`src/rtl/cp0_exception_unit.sv`:
```
// -----------------------------------------------------------------------------
// cp0_exception_unit
//
// Coprocessor-0 exception/interrupt unit sitting at the M stage. It decides
// whether the M-stage instruction takes an exception or an external interrupt,
// records SR / Cause / EPC, raises the pipeline flush request, and serves
// mfc0 / mtc0 / eret.
//
// Ports:
//   clk         in   1   system clock, rising-edge active
//   reset_n     in   1   asynchronous active-low reset
//   Exc_in      in   1   M-stage instruction carries an exception
//   ExcCode_in  in   5   exception code of that instruction
//   BD_in       in   1   M-stage instruction sits in a branch delay slot
//   PC_in       in  32   M-stage instruction PC
//   HWInt       in   6   level-sensitive external interrupt lines
//   CP0_we      in   1   mtc0 write strobe
//   CP0_addr    in   5   CP0 register number (read and write)
//   CP0_wdata   in  32   mtc0 write data
//   eret        in   1   M-stage instruction is eret
//   CP0_rdata   out 32   mfc0 read data (combinational, no write bypass)
//   Req         out  1   take exception/interrupt this cycle (flush)
//   EPC_out     out 32   current EPC register, eret target
//   Handler_PC  out 32   exception entry address
// -----------------------------------------------------------------------------
module cp0_exception_unit #(
  parameter logic [31:0] HANDLER_PC = 32'h0000_4180,
  parameter logic [31:0] PRID       = 32'h0000_0000
) (
  input  logic        clk,
  input  logic        reset_n,
  input  logic        Exc_in,
  input  logic [4:0]  ExcCode_in,
  input  logic        BD_in,
  input  logic [31:0] PC_in,
  input  logic [5:0]  HWInt,
  input  logic        CP0_we,
  input  logic [4:0]  CP0_addr,
  input  logic [31:0] CP0_wdata,
  input  logic        eret,
  output logic [31:0] CP0_rdata,
  output logic        Req,
  output logic [31:0] EPC_out,
  output logic [31:0] Handler_PC
);

  localparam logic [4:0] ADDR_SR    = 5'd12;
  localparam logic [4:0] ADDR_CAUSE = 5'd13;
  localparam logic [4:0] ADDR_EPC   = 5'd14;
  localparam logic [4:0] ADDR_PRID  = 5'd15;

  // Architectural state: only the implemented fields are stored.
  logic [5:0]  sr_im;
  logic        sr_exl;
  logic        sr_ie;
  logic        cause_bd;
  logic [5:0]  cause_ip;
  logic [4:0]  cause_exc;
  logic [31:0] epc;

  logic        int_req;
  logic        exc_req;
  logic [31:0] pc_aligned;
  logic [31:0] epc_next;

  // Interrupts win over the instruction's own exception; EXL masks both.
  assign int_req = (|(HWInt & sr_im)) & sr_ie & ~sr_exl;
  assign exc_req = Exc_in & ~sr_exl;
  assign Req     = int_req | exc_req;

  // A delay-slot instruction restarts at its branch; wraps modulo 2^32.
  assign pc_aligned = {PC_in[31:2], 2'b00};
  assign epc_next   = BD_in ? (pc_aligned - 32'd4) : pc_aligned;

  assign EPC_out    = epc;
  assign Handler_PC = HANDLER_PC;

  // NOTE: sequential state uses non-blocking assignments so every register
  // samples the pre-edge values; blocking here would create order-dependent
  // races between the request logic and the state it reads.
  always_ff @(posedge clk or negedge reset_n) begin
    if (!reset_n) begin
      sr_im     <= '0;
      sr_exl    <= 1'b0;
      sr_ie     <= 1'b0;
      cause_bd  <= 1'b0;
      cause_ip  <= '0;
      cause_exc <= '0;
      epc       <= '0;
    end else begin
      // Pending-interrupt view is a plain one-cycle sample of the lines.
      cause_ip <= HWInt;

      if (Req) begin
        // Taking the request discards any same-cycle mtc0 or eret.
        sr_exl    <= 1'b1;
        cause_exc <= int_req ? 5'd0 : ExcCode_in;
        cause_bd  <= BD_in;
        epc       <= epc_next;
      end else begin
        if (eret) sr_exl <= 1'b0;
        if (CP0_we) begin
          case (CP0_addr)
            ADDR_SR: begin
              sr_im <= CP0_wdata[15:10];
              sr_ie <= CP0_wdata[0];
              // eret owns EXL when both arrive together.
              if (!eret) sr_exl <= CP0_wdata[1];
            end
            ADDR_EPC: epc <= CP0_wdata;
            default: ;
          endcase
        end
      end
    end
  end

  // NOTE: the read mux assigns a default before the case so every path
  // drives CP0_rdata; without it unlisted addresses would infer a latch.
  always_comb begin
    CP0_rdata = 32'd0;
    case (CP0_addr)
      ADDR_SR:    CP0_rdata = {16'd0, sr_im, 8'd0, sr_exl, sr_ie};
      ADDR_CAUSE: CP0_rdata = {cause_bd, 15'd0, cause_ip, 3'd0, cause_exc, 2'd0};
      ADDR_EPC:   CP0_rdata = epc;
      ADDR_PRID:  CP0_rdata = PRID;
      default:    CP0_rdata = 32'd0;
    endcase
  end

endmodule

```
`config.mk`:
```
export PLATFORM = sky130hd
export DESIGN_NAME = cp0_exception_unit
export DESIGN_NICKNAME = d
export VERILOG_FILES = /design/src/rtl/cp0_exception_unit.sv
export SDC_FILE = /design/constraint.sdc
export NUM_CORES = 1
export LEC_CHECK = 0
export CORE_MARGIN = 1
export CORE_UTILIZATION = 40
export DETAILED_ROUTE_END_ITERATION = 12
export PLACE_DENSITY = 0.82
export SETUP_SLACK_MARGIN = 0.1
export SLEW_MARGIN = 20
export SYNTH_ARGS = -nofsm -noshare
export SYNTH_HDL_FRONTEND = slang
export SYNTH_SLANG_ARGS = --single-unit
```
`constraint.sdc`:
```
create_clock -name clk -period 2.05 [get_ports clk]
set_input_delay 0.41 -clock clk [delete_from_list [all_inputs] [get_ports clk]]
set_output_delay 0.41 -clock clk [all_outputs]
set_load 0.005 [all_outputs]
```
==> impl_results.html, run 1 <==
<table>
<tr><th>Metric</th><th>Value</th></tr>
<tr><th colspan="2">Outcome</th></tr>
<tr><td>Status</td><td>finished clean</td></tr>
<tr><th colspan="2">Setup path</th></tr>
<tr><td>Type of element capturing the critical path</td><td>output pin</td></tr>
<tr><td>Crit start category</td><td>input pin</td></tr>
<tr><td>Ordered list of cells on the worst path</td><td>buf_6, nor4b_4, buf_6, buf_12, buf_16, buf_8, nand2_2, o21ai_1, buf_2</td></tr>
<tr><td>Worst path slowest cell</td><td>nor4b_4</td></tr>
<tr><td>Beginning of the worst register-to-register path</td><td>sr_im[3]$_DFFE_PN0P_</td></tr>
<tr><td>Crit path max fanout</td><td>6</td></tr>
<tr><td>Maximum single-stage delay on the critical path</td><td>0.29 ns</td></tr>
<tr><td>Launch point of the critical path</td><td>CP0_addr[0]</td></tr>
<tr><td>Required arrival time at the worst endpoint</td><td>1.64 ns</td></tr>
<tr><td>Most frequent cell on the critical path</td><td>buf_6</td></tr>
<tr><td>Critical path class</td><td>in -&gt; out</td></tr>
<tr><td>Critical Path AT</td><td>1.54 ns</td></tr>
<tr><th colspan="2">Clocking</th></tr>
<tr><td>Number of clock sinks</td><td>52</td></tr>
<tr><td>Largest buffer count on any clock path</td><td>2</td></tr>
<tr><td>CTS tree</td><td>yes</td></tr>
<tr><td>Number of buffers added to fix hold violations after cts</td><td>0</td></tr>
<tr><td>CTS H-tree lvls</td><td>2</td></tr>
<tr><td>Clock buffer count from CTS</td><td>5</td></tr>
<tr><td>Clock Latency Late Sink</td><td>0.30 ns</td></tr>
<tr><td>Clock-pin transition on the worst setup and hold timing paths</td><td>0.10 ns</td></tr>
<tr><td>Root cell of the clock tree</td><td>clkbuf_8</td></tr>
<tr><th colspan="2">Place</th></tr>
<tr><td># port buffers</td><td>148</td></tr>
<tr><td>Final HPWL DP</td><td>7.604 mm</td></tr>
<tr><td>Gpl congestion</td><td>0.7830</td></tr>
<tr><td>Setup Slack @ Placement</td><td>-0.6047 ns</td></tr>
<tr><th colspan="2">STA</th></tr>
<tr><td>Actual slew at the worst max-slew pin</td><td>0.7641 ns</td></tr>
<tr><td>Highest attainable clock frequency</td><td>513.1 MHz</td></tr>
<tr><td>Final max-slew violation count</td><td>0</td></tr>
<tr><td>Worst slew slack as a fraction of its limit</td><td>48.95%</td></tr>
<tr><td>Unrepaired setup endpoints after global routing</td><td>yes</td></tr>
<tr><td>Final count of hold timing violations</td><td>0</td></tr>
<tr><td>Final setup skew</td><td>0.008448 ns</td></tr>
<tr><td>Number of setup violations in the final report</td><td>0</td></tr>
<tr><td>Least setup slack across all paths after layout</td><td>0.1009 ns</td></tr>
<tr><td>Final critical-path share of the clock period</td><td>95.08%</td></tr>
<tr><td>Clock period minus worst slack</td><td>1.949 ns</td></tr>
<tr><td>Post-Route Hold Slack</td><td>0.06015 ns</td></tr>
<tr><th colspan="2">Logic synthesis</th></tr>
<tr><td>Most frequently used flop master after synthesis</td><td>dfrtp_1</td></tr>
<tr><td>Average cell area after synthesis</td><td>10.12 um2</td></tr>
<tr><td>Distinct cells, synth</td><td>46</td></tr>
<tr><td>Ys async rst share</td><td>100.0%</td></tr>
<tr><td>Cells after Synth</td><td>339</td></tr>
<tr><td>Post-synthesis compound-gate area fraction</td><td>8.318%</td></tr>
<tr><td>Portion of the post-synthesis area used by sequential elements</td><td>37.94%</td></tr>
<tr><td>Xor and xnor fraction of the mapped netlist area</td><td>6.640%</td></tr>
<tr><td>Synthesized-area fraction occupied by and/or/nand/nor cells</td><td>17.29%</td></tr>
<tr><td>Synth Area in Adders</td><td>0.3648%</td></tr>
<tr><td>Post-synthesis sequential element count</td><td>52</td></tr>
<tr><td>EDFF count, synth</td><td>0</td></tr>
<tr><td>Number of warning messages in the yosys log</td><td>0</td></tr>
<tr><td>Area of the mapped netlist</td><td>0.003430 mm2</td></tr>
<tr><td>Largest family of logic cells by synthesized area</td><td>multiplexers</td></tr>
<tr><td>Multiplexer share of the synthesized area</td><td>18.93%</td></tr>
<tr><th colspan="2">Route</th></tr>
<tr><td>Wire length per cell</td><td>16.98 um</td></tr>
<tr><td># DRC</td><td>0</td></tr>
<tr><td>DR pass1 iterations</td><td>4</td></tr>
<tr><td>Number of vias per cell after detailed routing</td><td>5.066</td></tr>
<tr><td>Via Count</td><td>3298</td></tr>
<tr><td>DRT antenna net count</td><td>0</td></tr>
<tr><td>Sum of routed wire length over all layers</td><td>11.06 mm</td></tr>
<tr><td>Violation count after the first detailed-routing iteration</td><td>115</td></tr>
<tr><th colspan="2">Worst hold path</th></tr>
<tr><td>Class of the worst hold path</td><td>in -&gt; async</td></tr>
<tr><th colspan="2">Global route</th></tr>
<tr><td>Vias in the first global route</td><td>3360</td></tr>
<tr><td>Pin count of the biggest net entering global routing</td><td>34</td></tr>
<tr><td>Wire length of the first global-routing pass</td><td>16.68 mm</td></tr>
<tr><td>GRT Util Overall</td><td>24.76%</td></tr>
<tr><td>Antenna violations before repair</td><td>1</td></tr>
<tr><td>GRT Residual Overflow</td><td>0</td></tr>
<tr><th colspan="2">Power and ir drop</th></tr>
<tr><td>Total Power</td><td>3.966 mW</td></tr>
<tr><td>Part of the total power dissipated in sequential elements</td><td>41.7%</td></tr>
<tr><td>Leakage power figure</td><td>2.791 nW</td></tr>
<tr><td>Net switching share of the total power</td><td>30.44%</td></tr>
<tr><td>Combinational group share of total power</td><td>38.8%</td></tr>
<tr><td>Clock share of power</td><td>19.5%</td></tr>
<tr><td>Reported net switching power</td><td>1.207 mW</td></tr>
<tr><td>Internal power</td><td>2.759 mW</td></tr>
<tr><td>Worst-case vdd ir drop</td><td>0.4066 mV</td></tr>
<tr><td>Pwr/cell area</td><td>702.8 mW/mm2</td></tr>
<tr><th colspan="2">Cells and area</th></tr>
<tr><td>Final-stage net count</td><td>631</td></tr>
<tr><td>Most common cell after layout, fill and taps aside</td><td>clkdlybuf4s50_1</td></tr>
<tr><td>Most frequent cells in the layout</td><td>95 x clkdlybuf4s50_1, 57 x mux2i_1, 52 x dfrtp_1, 49 x buf_4, 32 x conb_1</td></tr>
<tr><td>Layout cell share with drive strength beyond 1</td><td>29.36%</td></tr>
<tr><td>Area added between synthesis and finish</td><td>64.54%</td></tr>
<tr><th colspan="2">Die</th></tr>
<tr><td>Top-level I/O count</td><td>183</td></tr>
<tr><td>Vertical extent of the die</td><td>94.60 um</td></tr>
<tr><td>Overall die area</td><td>0.008948 mm2</td></tr>
<tr><td>Die boundary width</td><td>94.60 um</td></tr>
<tr><td>Starting density of the core</td><td>41.53%</td></tr>
<tr><td>Total number of placement rows</td><td>33</td></tr>
<tr><td>Placeable core area</td><td>0.008258 mm2</td></tr>
<tr><th colspan="2">Run</th></tr>
<tr><td>Max_cap viols</td><td>0</td></tr>
</table>
## metal layers
| layer | routed length [um] | global-route usage, % | up-vias |
|---|---|---|---|
| met5 | 0 | 0 | - |
| met4 | 215 | 8.460 | 0 |
| met3 | 719 | 4.428 | 14 |
| met2 | 5794 | 45.59 | 154 |
| met1 | 4325 | 28.72 | 1587 |
| li1 | - | - | 1543 |
## stage by stage
stage          util (%)  cell area (um2)  cells  setup TNS, ns
2_1_floorplan         -             3542    369              0
3_3_place_gp      63.55             5248    623         -27.23
3_5_place_dp      63.55             5248    623         -29.81
4_1_cts           67.64             5585    648              0
5_1_grt           68.33             5643    651              0
6_report          68.33             5643    651              0
## power by group through the flow
stage	Sequential [mW]	Clock [mW]	Combinational [mW]
after floorplan	1.60	0	0.607
after global placement	1.63	0	1.46
after detailed placement	1.64	0	1.50
after CTS	1.64	0.788	1.53
after global routing	1.70	0.822	1.67
final	1.65	0.774	1.54
## critical path: cells and delay by family
kind,cells,cell delay (ns)
AO/OA/AOI/OAI,1,0.07
buffers and inverters,6,0.72
AND/OR/NAND/NOR,2,0.33
## path summary, 6_finish.rpt
kind / endpoint / slack (ns) / cells after the start
worst max-delay path: CP0_rdata[15] / 0.10 / 9
worst min-delay path: EPC_out[2]$_DFFE_PN0P_ / 0.06 / 1
worst max register to register: sr_im[2]$_DFFE_PN0P_ / 0.19 / 8
worst min register to register: cause_bd$_DFFE_PN0N_ / 0.50 / 2
max in group asynchronous: EPC_out[17]$_DFFE_PN0P_ / 1.45 / 2
min in group clk: cause_ip[0]$_DFF_PN0_ / 0.37 / 1
## synthesized netlist by cell type (7+ instances only)
cell | number | area share (%)
xor2_1 | 18 | 4.6
o21ai_0 | 14 | 2.0
dfrtp_1 | 52 | 38
and2_1 | 18 | 3.3
nand2_1 | 26 | 2.8
buf_4 | 33 | 7.2
a22o_1 | 13 | 3.3
xnor2_1 | 8 | 2.0
nor3_1 | 7 | 1.0
nor2_1 | 11 | 1.2
mux2_2 | 7 | 2.3
mux2i_1 | 57 | 17
## kinds of logic after synthesis
family / Yosys count
XOR/XNOR: 26
flip-flops: 52
buffers and inverters: 53
AO/OA/AOI/OAI: 43
adder cells (fa/ha/maj): 1
AND/OR/NAND/NOR: 98
multiplexers: 64
other: 2
## timing repair
action,4_1_cts,5_1_grt
pin swaps,13,9
endpoints found under the setup margin,57,50
buffers inserted,13,3
gates resized for setup,190,36
gates cloned,4,0
## sequential cells by signal, summed over array words and instances, names as in the netlist
register,flops
cause_bd,1
cause_ip,6
sr_exl,1
cause_exc,5
EPC_out,32
sr_im,6
sr_ie,1
## final cells by class
cell class,instances,area [um2]
well taps,105,131.4
flip-flops and latches,52,1301
clock buffers,7,96.34
repair buffers,216,2067
clock inverters,1,30.03
fillers,621,2615
multi-input cells,264,1996
inverters,5,18.77
diodes,1,2.502
(Power assumes the default switching activity.)
==> run 2, diff against run 1 <==
Settings changed: CORE_ASPECT_RATIO from default to 0.9.
==> run 2 against run 1 <==
  * Fmax shrank 2.6%
  * Sequential power about the same
  * Core utilization shrank 0.41 points
  * Combinational power grew 3%
  * Total power rose by 0.51%
  * Register-to-register slack got worse by 0.04 ns
  * Critical path type unchanged
  * Non-clock buffer count down 1
  * Critical endpoint is now CP0_rdata[14]
==> impl_results.html, run 2 (synthesis results as in run 1) <==
<table>
<tr><th>Metric</th><th>Value</th></tr>
<tr><th colspan="2">Global route</th></tr>
<tr><td>Wire length of the first global-routing pass</td><td>17.14 mm (+2.7%)</td></tr>
<tr><td>Pin count of the biggest net entering global routing</td><td>33 (-2.9%)</td></tr>
<tr><td>Vias in the first global route</td><td>3495 (+4.0%)</td></tr>
<tr><td>Antenna violations before repair</td><td>1 (unchanged)</td></tr>
<tr><td>GRT Util Overall</td><td>24.23% (-0.53 points)</td></tr>
<tr><td>GRT Residual Overflow</td><td>0 (unchanged)</td></tr>
<tr><th colspan="2">Die</th></tr>
<tr><td>Die boundary width</td><td>99.61 um (+5.3%)</td></tr>
<tr><td>Top-level I/O count</td><td>183 (unchanged)</td></tr>
<tr><td>Overall die area</td><td>0.008949 mm2 (about the same)</td></tr>
<tr><td>Total number of placement rows</td><td>31 (-6.1%)</td></tr>
<tr><td>Starting density of the core</td><td>41.90% (+0.37 points)</td></tr>
<tr><td>Vertical extent of the die</td><td>89.85 um (-5.0%)</td></tr>
<tr><td>Placeable core area</td><td>0.008184 mm2 (-0.89%)</td></tr>
<tr><th colspan="2">STA</th></tr>
<tr><td>Final count of hold timing violations</td><td>0 (unchanged)</td></tr>
<tr><td>Actual slew at the worst max-slew pin</td><td>0.5995 ns (-0.1646 ns)</td></tr>
<tr><td>Highest attainable clock frequency</td><td>499.9 MHz (-2.6%)</td></tr>
<tr><td>Number of setup violations in the final report</td><td>0 (unchanged)</td></tr>
<tr><td>Final setup skew</td><td>0.004163 ns (-0.004285 ns)</td></tr>
<tr><td>Clock period minus worst slack</td><td>2.000 ns (+0.05115 ns)</td></tr>
<tr><td>Final critical-path share of the clock period</td><td>97.57% (+2.5 points)</td></tr>
<tr><td>Unrepaired setup endpoints after global routing</td><td>yes</td></tr>
<tr><td>Setup TNS</td><td>0 ns (unchanged)</td></tr>
<tr><td>Final max-slew violation count</td><td>0 (unchanged)</td></tr>
<tr><td>Worst slew slack as a fraction of its limit</td><td>60.03% (+11 points)</td></tr>
<tr><th colspan="2">Route</th></tr>
<tr><td>DR pass1 iterations</td><td>4 (unchanged)</td></tr>
<tr><td>Sum of routed wire length over all layers</td><td>11.07 mm (about the same)</td></tr>
<tr><td>Via Count</td><td>3259 (-1.2%)</td></tr>
<tr><td>Violation count after the first detailed-routing iteration</td><td>67 (-42%)</td></tr>
<tr><td>DRT antenna net count</td><td>0 (unchanged)</td></tr>
<tr><td>Number of vias per cell after detailed routing</td><td>4.945 (-2.4%)</td></tr>
<tr><td>Wire length per cell</td><td>16.79 um (-1.1%)</td></tr>
<tr><td># DRC</td><td>0 (unchanged)</td></tr>
<tr><th colspan="2">Setup path</th></tr>
<tr><td>R2R Setup Slk</td><td>0.15 ns (-0.04 ns)</td></tr>
<tr><td>Maximum single-stage delay on the critical path</td><td>0.29 ns (about the same)</td></tr>
<tr><td>Crit path max fanout</td><td>8 (+2)</td></tr>
<tr><td>Ordered list of cells on the worst path</td><td>buf_8, nand2_4, nor4b_4, buf_4, buf_6, buf_6, buf_16, nand2_4, o21ai_2, buf_2</td></tr>
<tr><td>Critical path class</td><td>in -&gt; out</td></tr>
<tr><td>Crit start category</td><td>input pin</td></tr>
<tr><td>Type of element capturing the critical path</td><td>output pin</td></tr>
<tr><td>Required arrival time at the worst endpoint</td><td>1.64 ns (about the same)</td></tr>
<tr><td>Beginning of the worst register-to-register path</td><td>sr_im[0]$_DFFE_PN0P_</td></tr>
<tr><td>Critical Path AT</td><td>1.59 ns (+0.05 ns)</td></tr>
<tr><td>Worst path slowest cell</td><td>nor4b_4</td></tr>
<tr><td>Endpoint of the most critical setup path</td><td>CP0_rdata[14]</td></tr>
<tr><td>R2R depth</td><td>9 (+1)</td></tr>
<tr><td>Reg-to-reg endpoint</td><td>sr_ie$_DFFE_PN0P_</td></tr>
<tr><td>Launch point of the critical path</td><td>CP0_addr[3]</td></tr>
<tr><th colspan="2">Cells and area</th></tr>
<tr><td>Final-stage net count</td><td>630 (-0.16%)</td></tr>
<tr><td>Layout cell share with drive strength beyond 1</td><td>29.23% (-0.13 points)</td></tr>
<tr><td>Area added between synthesis and finish</td><td>62.09%</td></tr>
<tr><td>Max reg flops</td><td>32 (unchanged)</td></tr>
<tr><td>Core Util, Final</td><td>67.93% (-0.41 points)</td></tr>
<tr><td>Most common cell after layout, fill and taps aside</td><td>clkdlybuf4s50_1</td></tr>
<tr><td>Most frequent cells in the layout</td><td>95 x clkdlybuf4s50_1, 57 x mux2i_1, 56 x buf_4, 52 x dfrtp_1, 32 x conb_1</td></tr>
<tr><td>Diodes inserted</td><td>0 (-1)</td></tr>
<tr><th colspan="2">Clocking</th></tr>
<tr><td>Largest buffer count on any clock path</td><td>2 (unchanged)</td></tr>
<tr><td>Clock-pin transition on the worst setup and hold timing paths</td><td>0.10 ns (about the same)</td></tr>
<tr><td>Clock Latency Late Sink</td><td>0.30 ns (about the same)</td></tr>
<tr><td>Number of clock sinks</td><td>52 (unchanged)</td></tr>
<tr><td>CTS tree</td><td>yes</td></tr>
<tr><td>CTS H-tree lvls</td><td>2 (unchanged)</td></tr>
<tr><td>Root cell of the clock tree</td><td>clkbuf_8</td></tr>
<tr><td>Clock buffer count from CTS</td><td>5 (unchanged)</td></tr>
<tr><th colspan="2">Power and ir drop</th></tr>
<tr><td>Total Power</td><td>3.986 mW (+0.51%)</td></tr>
<tr><td>Pwr/cell area</td><td>717.0 mW/mm2 (+2.0%)</td></tr>
<tr><td>Worst-case vdd ir drop</td><td>0.4080 mV (+0.34%)</td></tr>
<tr><td>Leakage power figure</td><td>2.785 nW (-0.25%)</td></tr>
<tr><th colspan="2">Worst hold path</th></tr>
<tr><td>Class of the worst hold path</td><td>in -&gt; async</td></tr>
<tr><th colspan="2">Place</th></tr>
<tr><td>Gpl congestion</td><td>0.8419 (+7.5%)</td></tr>
<tr><td>Final HPWL DP</td><td>7.599 mm (about the same)</td></tr>
<tr><td># port buffers</td><td>148 (unchanged)</td></tr>
<tr><th colspan="2">Outcome</th></tr>
<tr><td>Status</td><td>finished clean</td></tr>
<tr><th colspan="2">Run</th></tr>
<tr><td>Max_cap viols</td><td>0 (unchanged)</td></tr>
</table>
==> run 2: cell count changes in the layout (fill, tap and decap cells not counted), sizes merged <==
| cell | previous run | this run |
|---|---|---|
| clkinv | 0 | 1 |
| clkbuf | 18 | 7 |
| diode | 1 | 0 |
| clkdlybuf4s15 | 2 | 4 |
| buf | 98 | 105 |
==> run 2: area by class of cell <==
type	instances	area, um2
timing repair buffer	215	1951
inverter	5	18.77
fill	660	2625
clock buffer	6	82.58
clock inverter	2	38.79
sequential	52	1301
tap	115	143.9
multi-input combinational	264	2023
==> run 2: through the flow <==
step / cell area [um2] / hold WS (ns) / cells / setup WS, ns
after global placement: 5220 / 0.4290 / 631 / -0.4725
final: 5559 / 0.1050 / 659 / 0.04972
after detailed placement: 5220 / 0.4360 / 631 / -0.5414
after floorplan: 3542 / 0.1144 / 369 / 0.1670
after global routing: 5559 / 0.1322 / 659 / 0.007659
after CTS: 5494 / 0.1075 / 658 / 0.09905
==> run 2: where the power goes <==
part	internal [mW]	switching, mW
Combinational	0.999	0.591
Sequential	1.36	0.291
Clock	0.400	0.347
==> run 2: what timing repair did <==
item | in CTS | in global routing
pin swaps | 18 | 18
setup buffers | 15 | 3
hold buffers | 0 | 0
setup endpoints to repair | 70 | 34
gates cloned | 4 | 0
gates resized for setup | 201 | 31
==> run 2: layer usage <==
metal / up-vias / global-route usage (%) / routed length (um)
met4: 0 / 5.760 / 125
met1: 1588 / 30.29 / 4617
met3: 10 / 3.266 / 523
li1: 1540 / - / -
met2: 121 / 43.87 / 5799
met5: - / 0 / 0
==> run 2: worst min path at each step <==
| stage | start | to | slack (ns) | cells past startpoint |
|---|---|---|---|---|
| 2_1_floorplan | reset_n | EPC_out[0]$_DFFE_PN0P_ | 0.11 | 0 |
| 3_3_place_gp | reset_n | cause_exc[2]$_DFFE_PN0N_ | 0.43 | 1 |
| 3_5_place_dp | reset_n | cause_exc[2]$_DFFE_PN0N_ | 0.44 | 1 |
| 4_1_cts | reset_n | cause_exc[2]$_DFFE_PN0N_ | 0.11 | 1 |
| 5_1_grt | reset_n | cause_exc[2]$_DFFE_PN0N_ | 0.13 | 1 |
| 6_report | reset_n | cause_exc[1]$_DFFE_PN0N_ | 0.11 | 1 |
==> run 2: worst max-delay path, delay by kind of cell <==
family	cells	cell delay, ns
simple gates	3	0.39
buf+inv	6	0.73
compound gates	1	0.06
